### src/rtl/id_exe_elastic_pipereg.sv
// Elastic ID->EXE pipeline register: STAGES skid-buffered stages, flush, stall.
// Ports: clk/rst_n, up (i_valid/o_ready/i_ctrl/i_data), down (o_valid/i_ready/o_ctrl/o_data), i_flush, perf counters with IDEXE_PIPEREG_PERF_EN.
module id_exe_elastic_pipereg #(
  parameter int DATA_W = 128,
  parameter int CTRL_W = 8,
  parameter int STAGES = 1,
  parameter int CNT_W  = 16
) (
  input  logic              i_sys_clk,
  input  logic              i_sys_rst_n,
  input  logic              i_valid,
  output logic              o_ready,
  input  logic [CTRL_W-1:0] i_ctrl,
  input  logic [DATA_W-1:0] i_data,
  output logic              o_valid,
  input  logic              i_ready,
  output logic [CTRL_W-1:0] o_ctrl,
  output logic [DATA_W-1:0] o_data,
  input  logic              i_flush
`ifdef IDEXE_PIPEREG_PERF_EN
  ,
  output logic [CNT_W-1:0]  o_stall_cnt,
  output logic [CNT_W-1:0]  o_bubble_cnt
`endif
);

  if (STAGES < 1 || STAGES > 4) begin : g_bad_stages
    $error("id_exe_elastic_pipereg: STAGES must be 1..4");
  end

  logic [STAGES-1:0] m_v;
  logic [STAGES-1:0] s_v;
  logic [CTRL_W-1:0] m_c [STAGES];
  logic [DATA_W-1:0] m_d [STAGES];

  for (genvar s = 0; s < STAGES; s++) begin : g_st
    logic              in_v;
    logic [CTRL_W-1:0] in_c;
    logic [DATA_W-1:0] in_d;
    logic              dn_rdy;
    logic              acc;
    logic              drain;

    logic              mv;
    logic              sv;
    logic [CTRL_W-1:0] mc;
    logic [CTRL_W-1:0] sc;
    logic [DATA_W-1:0] md;
    logic [DATA_W-1:0] sd;

    if (s == 0) begin : g_in_port
      assign in_v = i_valid;
      assign in_c = i_ctrl;
      assign in_d = i_data;
    end else begin : g_in_prev
      assign in_v = m_v[s-1];
      assign in_c = m_c[s-1];
      assign in_d = m_d[s-1];
    end

    if (s == STAGES - 1) begin : g_dn_port
      assign dn_rdy = i_ready;
    end else begin : g_dn_next
      assign dn_rdy = ~s_v[s+1];
    end

    // ready toward upstream is the registered skid state only
    assign acc   = in_v & ~sv;
    assign drain = mv & dn_rdy;

    always_ff @(posedge i_sys_clk or negedge i_sys_rst_n) begin
      if (!i_sys_rst_n) begin
        mv <= 1'b0;
        sv <= 1'b0;
        mc <= '0;
        sc <= '0;
        md <= '0;
        sd <= '0;
      end else if (i_flush) begin
        mv <= 1'b0;
        sv <= 1'b0;
        mc <= '0;
        sc <= '0;
      end else if (!mv || drain) begin
        if (sv) begin
          mv <= 1'b1;
          mc <= sc;
          md <= sd;
          sv <= 1'b0;
          sc <= '0;
        end else if (acc) begin
          mv <= 1'b1;
          mc <= in_c;
          md <= in_d;
        end else begin
          mv <= 1'b0;
          mc <= '0;
        end
      end else if (acc) begin
        // main is held: park the incoming entry, ready drops next cycle
        sv <= 1'b1;
        sc <= in_c;
        sd <= in_d;
      end
    end

    assign m_v[s] = mv;
    assign s_v[s] = sv;
    assign m_c[s] = mc;
    assign m_d[s] = md;
  end

  assign o_ready = ~s_v[0];
  assign o_valid = m_v[STAGES-1];
  assign o_ctrl  = m_c[STAGES-1];
  assign o_data  = m_d[STAGES-1];

`ifdef IDEXE_PIPEREG_PERF_EN
  always_ff @(posedge i_sys_clk or negedge i_sys_rst_n) begin
    if (!i_sys_rst_n) begin
      o_stall_cnt  <= '0;
      o_bubble_cnt <= '0;
    end else begin
      if (o_valid && !i_ready && !(&o_stall_cnt))
        o_stall_cnt <= o_stall_cnt + 1'b1;
      if (!o_valid && !(&o_bubble_cnt))
        o_bubble_cnt <= o_bubble_cnt + 1'b1;
    end
  end
`endif

endmodule

### config.mk
export PLATFORM = sky130hd
export DESIGN_NAME = id_exe_elastic_pipereg
export DESIGN_NICKNAME = d
export VERILOG_FILES = /design/src/rtl/id_exe_elastic_pipereg.sv
export SDC_FILE = /design/constraint.sdc
export NUM_CORES = 1
export LEC_CHECK = 0
export CORE_UTILIZATION = 45
export DETAILED_ROUTE_END_ITERATION = 16
export PLACE_DENSITY_LB_ADDON = 0.3
export SYNTH_ARGS = -nofsm -noshare
export SYNTH_HDL_FRONTEND = slang
export SYNTH_SLANG_ARGS = --single-unit
### constraint.sdc
create_clock -name i_sys_clk -period 2.73 [get_ports i_sys_clk]
set_input_delay 0.819 -clock i_sys_clk [delete_from_list [all_inputs] [get_ports i_sys_clk]]
set_output_delay 0.819 -clock i_sys_clk [all_outputs]
set_load 0.05 [all_outputs]
# Word level (Yosys, flattened, before mapping)

Index checks and enable logic that the tools add are counted.

Output and inout bits: 138
Flip-flop bits (word level): 274

Bitwise gates (word level): 5
Equality and inequality tests: 1
Reduce and logical (&&, ||, !) cells: 8
Mux-type cells: 17

Operators by type and width:

| kind                                          | count |
|---|---|
| 128-bit two-way mux                           | 2 |
| 8-bit two-way mux                             | 8 |
| 1-bit two-way mux                             | 7 |
| 3-bit AND reduction                           | 2 |
| 2-bit nonzero test                            | 2 |
| 3-bit inequality test (second input constant) | 1 |
| 1-bit inverter                                | 3 |
| 3-bit nonzero test                            | 1 |
| 1-bit bitwise AND                             | 2 |
| 2-bit AND reduction                           | 1 |
| 1-bit logical NOT                             | 1 |
| 1-bit logical OR                              | 1 |

# Depth between registers and ports, before layout

Gate-level depths: netlist (run 1).

Depth in word-level cells: 6
Gate-level depth with buffers: 7
Gate-level depth less buffers: 3

# Worst setup path before layout (run 1)

Ideal clock, no wire load.

Path kind: input -> register
Start: input port i_ready
End: register g_st[0].sd[100]
Library setup time: 0.127 ns
Slack: 0.588 ns
Stages on the path: 6
Arrival time: 2.015 ns
Cell sequence: nand2b_1 buf_2 nor3b_4 buf_8 buf_12 mux2_1

Cells in the longest elaborated chain, start to end: 4

RTL lines:

| item                                 | line | text |
|---|---|---|
| start, declared                      | 16   | `input logic i_ready,` |
| 1-bit bitwise AND                    | 69   | `assign drain = mv & dn_rdy;` |
| 1-bit logical OR                     | 84   | `end else if (!mv \|\| drain) begin` |
| 1-bit inverter (no source line)      | -    |  |
| 3-bit AND reduction (no source line) | -    |  |
| end signal, assigned                 | 103  | `sd <= in_d;` |
| end, declared                        | 49   | `logic [DATA_W-1:0] sd;` |

Every way passes these cells.
A chain may end at the register's enable or synchronous reset.

# Final worst setup path (run 1)

Start: register g_st[0].md[89] (netlist: o_data[89])
End: output port o_data[89]

RTL lines:

| item                   | line | text |
|---|---|---|
| start, declared        | 48   | `logic [DATA_W-1:0] md;` |
| start signal, assigned | 94   | `md <= in_d;` |
| end, declared          | 18   | `output logic [DATA_W-1:0] o_data,` |

No word-level cell between the ends.

==> results of run 1 <==
-- power by group through the flow --
| stage | Combinational [mW] | Sequential [mW] | Clock [mW] |
|---|---|---|---|
| finish | 3.17 | 5.36 | 3.78 |
| global route | 3.38 | 5.46 | 4.03 |
| CTS | 3.20 | 5.36 | 3.87 |
| detailed placement | 3.19 | 5.42 | 0 |
| global placement | 3.12 | 5.38 | 0 |
| floorplan | 0.836 | 6.45 | 0 |
-- layout make-up --
class,count,area [sq um]
Fill cell,2045,9570
Sequential cell,274,6860
Multi-Input combinational cell,554,4330
Timing Repair Buffer,311,3210
Clock buffer,50,875
Tap cell,330,413
Clock inverter,3,40.0
Inverter,9,33.8
-- worst reg2reg max path, cell delays in order (launching register included) --
cell and delay [ns]:
dfrtp_4 0.43, buf_4 0.51, buf_4 0.74, mux2i_1 0.32, o21ai_0 0.11
-- per-stage QoR --
step,power (mW),std cells
3_3_place_gp,8.50,1478
4_1_cts,12.4,1531
5_1_grt,12.9,1531
6_report,12.3,1531
2_1_floorplan,7.28,915
3_5_place_dp,8.62,1478
-- worst min-delay path by stage --
stage                          from               to
CTS                     i_sys_rst_n    g_st[0].sc[5]
detailed placement   g_st[0].sd[95]   g_st[0].sd[95]
floorplan           g_st[0].sd[100]  g_st[0].sd[100]
global route            i_sys_rst_n    g_st[0].sc[0]
global placement     g_st[0].sd[61]   g_st[0].sd[61]
finish                  i_sys_rst_n    g_st[0].sc[0]
-- cells in the final DEF, fill, tap and decap left out, drive strengths merged, types with 2 or more instances in the layout --
cell / instances
a22oi: 8
dfrtp: 274
nor2: 9
buf: 34
nand2b: 3
inv: 9
clkbuf: 50
o32ai: 8
a211oi: 8
nor2b: 2
o21ai: 256
mux2i: 128
clkdlybuf4s50: 276
mux2: 128
clkinv: 2
-- registers in the layout, indices dropped and copies added, names as in the netlist --
name and count:
o_data 128, g_st.sc 8, g_st.sd 128, g_st.sv 1
o_valid 1, o_ctrl 8
-- logic make-up after synthesis --
family,Yosys count,synth area share
simple gates,16,0.00769
mux,256,0.232
compound gates,282,0.127
flops,274,0.585
buf+inv,87,0.0476
-- per-layer routing --
metal	global-route usage	wire length, microns	up-vias
met5	0	0	-
met4	0.0748	918	0
met3	0.0498	1850	55
met2	0.365	14000	239
met1	0.286	12400	4232
li1	-	-	3834
-- repair_timing --
action                     in CTS  in global routing
setup buffers                   0                  0
resized for setup               0                  1
setup endpoints to repair       0                  1
==> results.md, run 1 <==
- Clock Power Share: 0.307
- Cells after Synth: 915
- Net switching fraction of the power: 0.315
- Post-synth top area share: 0.585
- Hold crit path type: in2async
- # IOs: ~280
- Worst reg2reg startpoint: g_st[0].sv
- Number of distinct library cells after synthesis: 25
- Final setup viols: 0
- Die area: 0.0267 sq mm
- Internal power: 8.43 mW
- Data required time of the worst path: roughly 1.9 ns
- Worst Tran Pin Value: 0.868 ns
- #FFs+latches synth: between 200 and 300
- CP Depth: 1
- Synth cell count leaders: dfrtp_1, o21ai_0, mux2i_1
- Fraction of layout instances using a drive strength above 1: 0.0891
- Status: finished, final reports clean
- CP Capture Type: output port
- Min Tclk post-route: about 2.6 ns
- Vias in the first global route: 8,715
- DP HPWL: 18,700 microns
- Routed Antenna Nets: 0
- CP Class: reg2out
- Starting Density: 0.463
- Power density cells: 781 mW/mm^2
- Final wirelength: between 20,000 and 30,000 microns
- Leak: between 6 and 7 nW
- CTS clk-pin slew, worst paths: 0.06 ns
- Area grow syn2layout: 34.5%
- First-pass GRT wire length: 46,700 microns
- VDD IR-drop max: 0.000446 V
- CP max-delay cell: clkdlybuf4s50_1
- Worst-Skew Late Latency: 0.53 ns
- R2r endpoint: o_data[63]
- Grt ovf: 0
- R2R Setup Slk: ~0.47 ns
- Vias per cell: 5.46
- FF-to-FF path depth: 4
- CTS tree: built
- Post-synth EDFFs: 0
- H-tree Lvls: 1
- Slew margin rel.: 0.421
- Sequential Power Share: 0.435
- Cell chain of the critical path: clkdlybuf4s50_1
- Die height: approximately 160 microns
- Core area: 0.0253 sq mm
- Setup WS pre-CTS: roughly 0.036 ns
- Syn_area_per_cell: 12.8 sq um
- Clk root buf: clkbuf_16
- NetSw: 3.88 mW
- GPL Wtd Cong: between 0.7 and 0.8
- Antenna violations before repair: 0
- CP endpoint: o_data[89]
- Final hold violations: 0
- Die W: between 150 and 200 microns
- Comb pwr share: 0.258
- Worst Path Buf+Inv: 1
- Fmax: approximately 390 MHz
- Total CTS buffers: 29
- Via count: 8,360
- Startpoint Class: flip-flop
- # rows: 58
- DR pass1 iterations: 4
- Hold buffer count at cts: 0
- YS warnings: 0
- Worst Skew: 0.0113 ns
- Largest stage delay, worst path: a little under 0.9 ns
- NumNets Final: 1,320
- Top cells by area, synth: dfrtp_1, mux2i_1, o21ai_0
- Maximum buffer depth of the clock tree: 3
- Largest net degree at the start of global routing: 100
- Fin area: 0.0158 sq mm
- DR iter-0 viols: 556
- Final worst-path cycle share: 0.941
- Setup TNS: 0 ns
- Worst-path maximum fanout: 2
- CP arrival: 1.75 ns
- Delay-heaviest family, CP: buffers and inverters
- Remaining DRCs: 0
- Synth Flop Type: dfrtp_1
- All-Layer GR Usage: 0.221
- Synth area leader: dfrtp_1
- Drt wl/cell: between 15 and 20 microns
- Max Slew Vio Count: 0
- Worst-case hold slack: 0.270 ns
- Count leader, synth: dfrtp_1
- Max-cap violations: 0
- Syn nets: 1,056
- Mapped Area: 0.0117 sq mm
- Sequential fraction of the synthesis area: 0.585
- FFs w/ async S/R, synth: 1.00
- Dpl cell area: ~0.015 sq mm
- CTS Sinks: 274
- Port Buffer Count: between 200 and 300
- RSZ-0062 raised after global routing: no
- Final Worst Setup Slack: 0.160 ns
- Antenna diodes: 0
- Final core occ: 0.622
- Crit path from: o_data[89]
Note: power is estimated with default switching activity, not from simulation.
==> inputs of run 2 (changes only) <==
--- a/config.mk
+++ b/config.mk
@@ -5,9 +5,10 @@
 export SDC_FILE = /design/constraint.sdc
 export NUM_CORES = 1
 export LEC_CHECK = 0
-export CORE_UTILIZATION = 45
+export CORE_UTILIZATION = 54
 export DETAILED_ROUTE_END_ITERATION = 16
-export PLACE_DENSITY_LB_ADDON = 0.3
+export PLACE_DENSITY = 0.83
+export SLEW_MARGIN = 20
 export SYNTH_ARGS = -nofsm -noshare
 export SYNTH_HDL_FRONTEND = slang
 export SYNTH_SLANG_ARGS = --single-unit
==> run 2 against run 1 <==
  * Via count increased by 2.0%
  * Die area decreased by 16%
  * Sequential power about the same
  * Fmax about the same
  * Non-clock buffer count decreased by 3
  * Combinational power about the same
  * Sequential cell count unchanged
  * Routed wire length increased by 1.5%
  * Cell count decreased by 3.8%
  * Critical path type unchanged
  * Sequential share of layout area decreased by 0.23 points
  * Clock power increased by 16%
==> results.md, run 2 (synthesized netlist as in run 1, its figures left out) <==
- Most frequent cells in the layout: clkdlybuf4s50_1, dfrtp_1, o21ai_0
- GPL Wtd Cong: 0.777
- FILL cells: roughly 1,400
- NumNets Final: 1,316
- Remaining DRCs: 0
- CP max-delay cell: clkdlybuf4s50_1
- Fraction of layout instances using a drive strength above 1: 0.0970
- Worst-Skew Late Latency: roughly 0.53 ns
- Vias per cell: about 5.8
- RSZ-0062 raised after global routing: no
- R2R Setup Slk: 0.74 ns
- Worst Path Buf+Inv: 1
- Final wirelength: a little under 30,000 microns
- DR pass1 iterations: 5
- Post-Place Cells: about 1,400
- Total CTS buffers: 28
- Data required time of the worst path: roughly 1.9 ns
- Max Slew Vio Count: 0
- Startpoint Class: flip-flop
- CP Class: reg2out
- H-tree Lvls: 1
- Setup TNS: 0 ns
- CP Capture Type: output port
- Post-CTS Setup Inserts: 0
- Via count: 8,526
- Reg area: 0.00686 sq mm
- CTS tree: built
- Grt ovf: 0
- Hold buffer count at cts: 0
- R2r endpoint: o_data[93]
- Largest net degree at the start of global routing: 127
- Commonest non-fill, non-tap cell in the layout: clkdlybuf4s50_1
- Die area: 0.0223 sq mm
- Min Tclk post-route: ~2.6 ns
- CP arrival: 1.75 ns
- Port Buffer Count: 278
- Max-cap violations: 0
- Worst-path maximum fanout: 2
- DR iter-0 viols: 436
- Final hold violations: 0
- Area grow syn2layout: 35.3%
- Largest stage delay, worst path: 0.83 ns
- Routed Antenna Nets: 0
- All-Layer GR Usage: 0.270
- Cell chain of the critical path: clkdlybuf4s50_1
- Die W: 149 microns
- FF-to-FF path depth: 3
- Worst Skew: approximately 0.013 ns
- Final setup viols: 0
- # rows: 53
- Power density cells: 818 mW/mm^2
- Delay-heaviest family, CP: buffers and inverters
- Core area: roughly 0.021 sq mm
- Hold crit path type: in2async
- Area of the multi-input gates: around 0.0043 sq mm
- DP HPWL: 18,500 microns
- Leak: 6.43 nW
- Clk root buf: clkbuf_16
- Antenna violations before repair: 2
- Maximum buffer depth of the clock tree: 3
- Status: finished, final reports clean
- Final worst-path cycle share: 0.942
- CTS clk-pin slew, worst paths: 0.06 ns
- Drt wl/cell: about 20 microns
- VDD IR-drop max: 0.000630 V
- Starting Density: 0.554
- CTS Sinks: between 200 and 300
- Die height: 149 microns
- Worst Tran Pin Value: 1.03 ns
- Fin cells: 1,473
- # IOs: 279
- Fmax: 389 MHz
- Vias in the first global route: roughly 8,800
- Worst reg2reg startpoint: g_st[0].sv
- Slew margin rel.: 0.315
- First-pass GRT wire length: 47,300 microns
- Post-CTS Resized: 0
run 2: changes by cell type in the layout (fill, tap and decap cells not counted):
cell / previous run / this run
buf_4: 19 / 17
bufinv_16: 1 / 7
clkbuf_1: 14 / 1
clkbuf_8: 7 / 9
clkinv_2: 2 / 4
clkinvlp_4: 0 / 1
diode_2: 0 / 2
dlymetal6s2s_1: 1 / 0
run 2: layout make-up:
type	instances	area share
timing repair buffer	308	0.201
sequential	274	0.433
tap	275	0.0217
inverter	9	0.00213
multi-input combinational	554	0.273
clock buffer	39	0.0539
clock inverter	12	0.0150
antenna	2	0.000316
run 2: layer usage:
| layer | GRT usage | vias up | part of all wire | routed length, microns |
|---|---|---|---|---|
| met5 | 0 | - | 0 | 0 |
| met4 | 0.0878 | 0 | 0.027 | 809 |
| met3 | 0.0612 | 52 | 0.072 | 2130 |
| met2 | 0.447 | 289 | 0.50 | 14900 |
| met1 | 0.353 | 4360 | 0.40 | 11700 |
| li1 | - | 3825 | - | - |
run 2: how the worst max path moves through the flow:
stage	startpoint	endpoint	slack (ns)	depth (start not counted)
6_report	o_data[70]	o_data[70]	0.16	1
4_1_cts	o_data[70]	o_data[70]	0.13	1
3_3_place_gp	i_valid	g_st[0].sd[51]	0.15	6
2_1_floorplan	i_ready	g_st[0].sd[100]	0.59	6
5_1_grt	o_data[97]	o_data[97]	0.11	1
3_5_place_dp	i_ready	g_st[0].sd[46]	0.11	6
run 2: power by group:
part	internal (mW)	total [mW]	switching [mW]
combinational	1.25	3.18	1.93
sequential	4.92	5.39	0.462
clock	2.83	4.40	1.57
total	9.01	13.0	3.96
run 2: metrics by stage:
stage                     total power, mW   util  hold slack, ns  cell area, sq um  worst slack (ns)
after floorplan                      7.28      -           0.458             11700             0.588
after global placement               8.49  0.697           0.466             14700             0.150
after detailed placement             8.62  0.697           0.475             14700             0.107
after CTS                            13.1  0.749           0.210             15800             0.133
after global routing                 13.5  0.749           0.214             15800             0.113
final                                13.0  0.749           0.202             15800             0.159
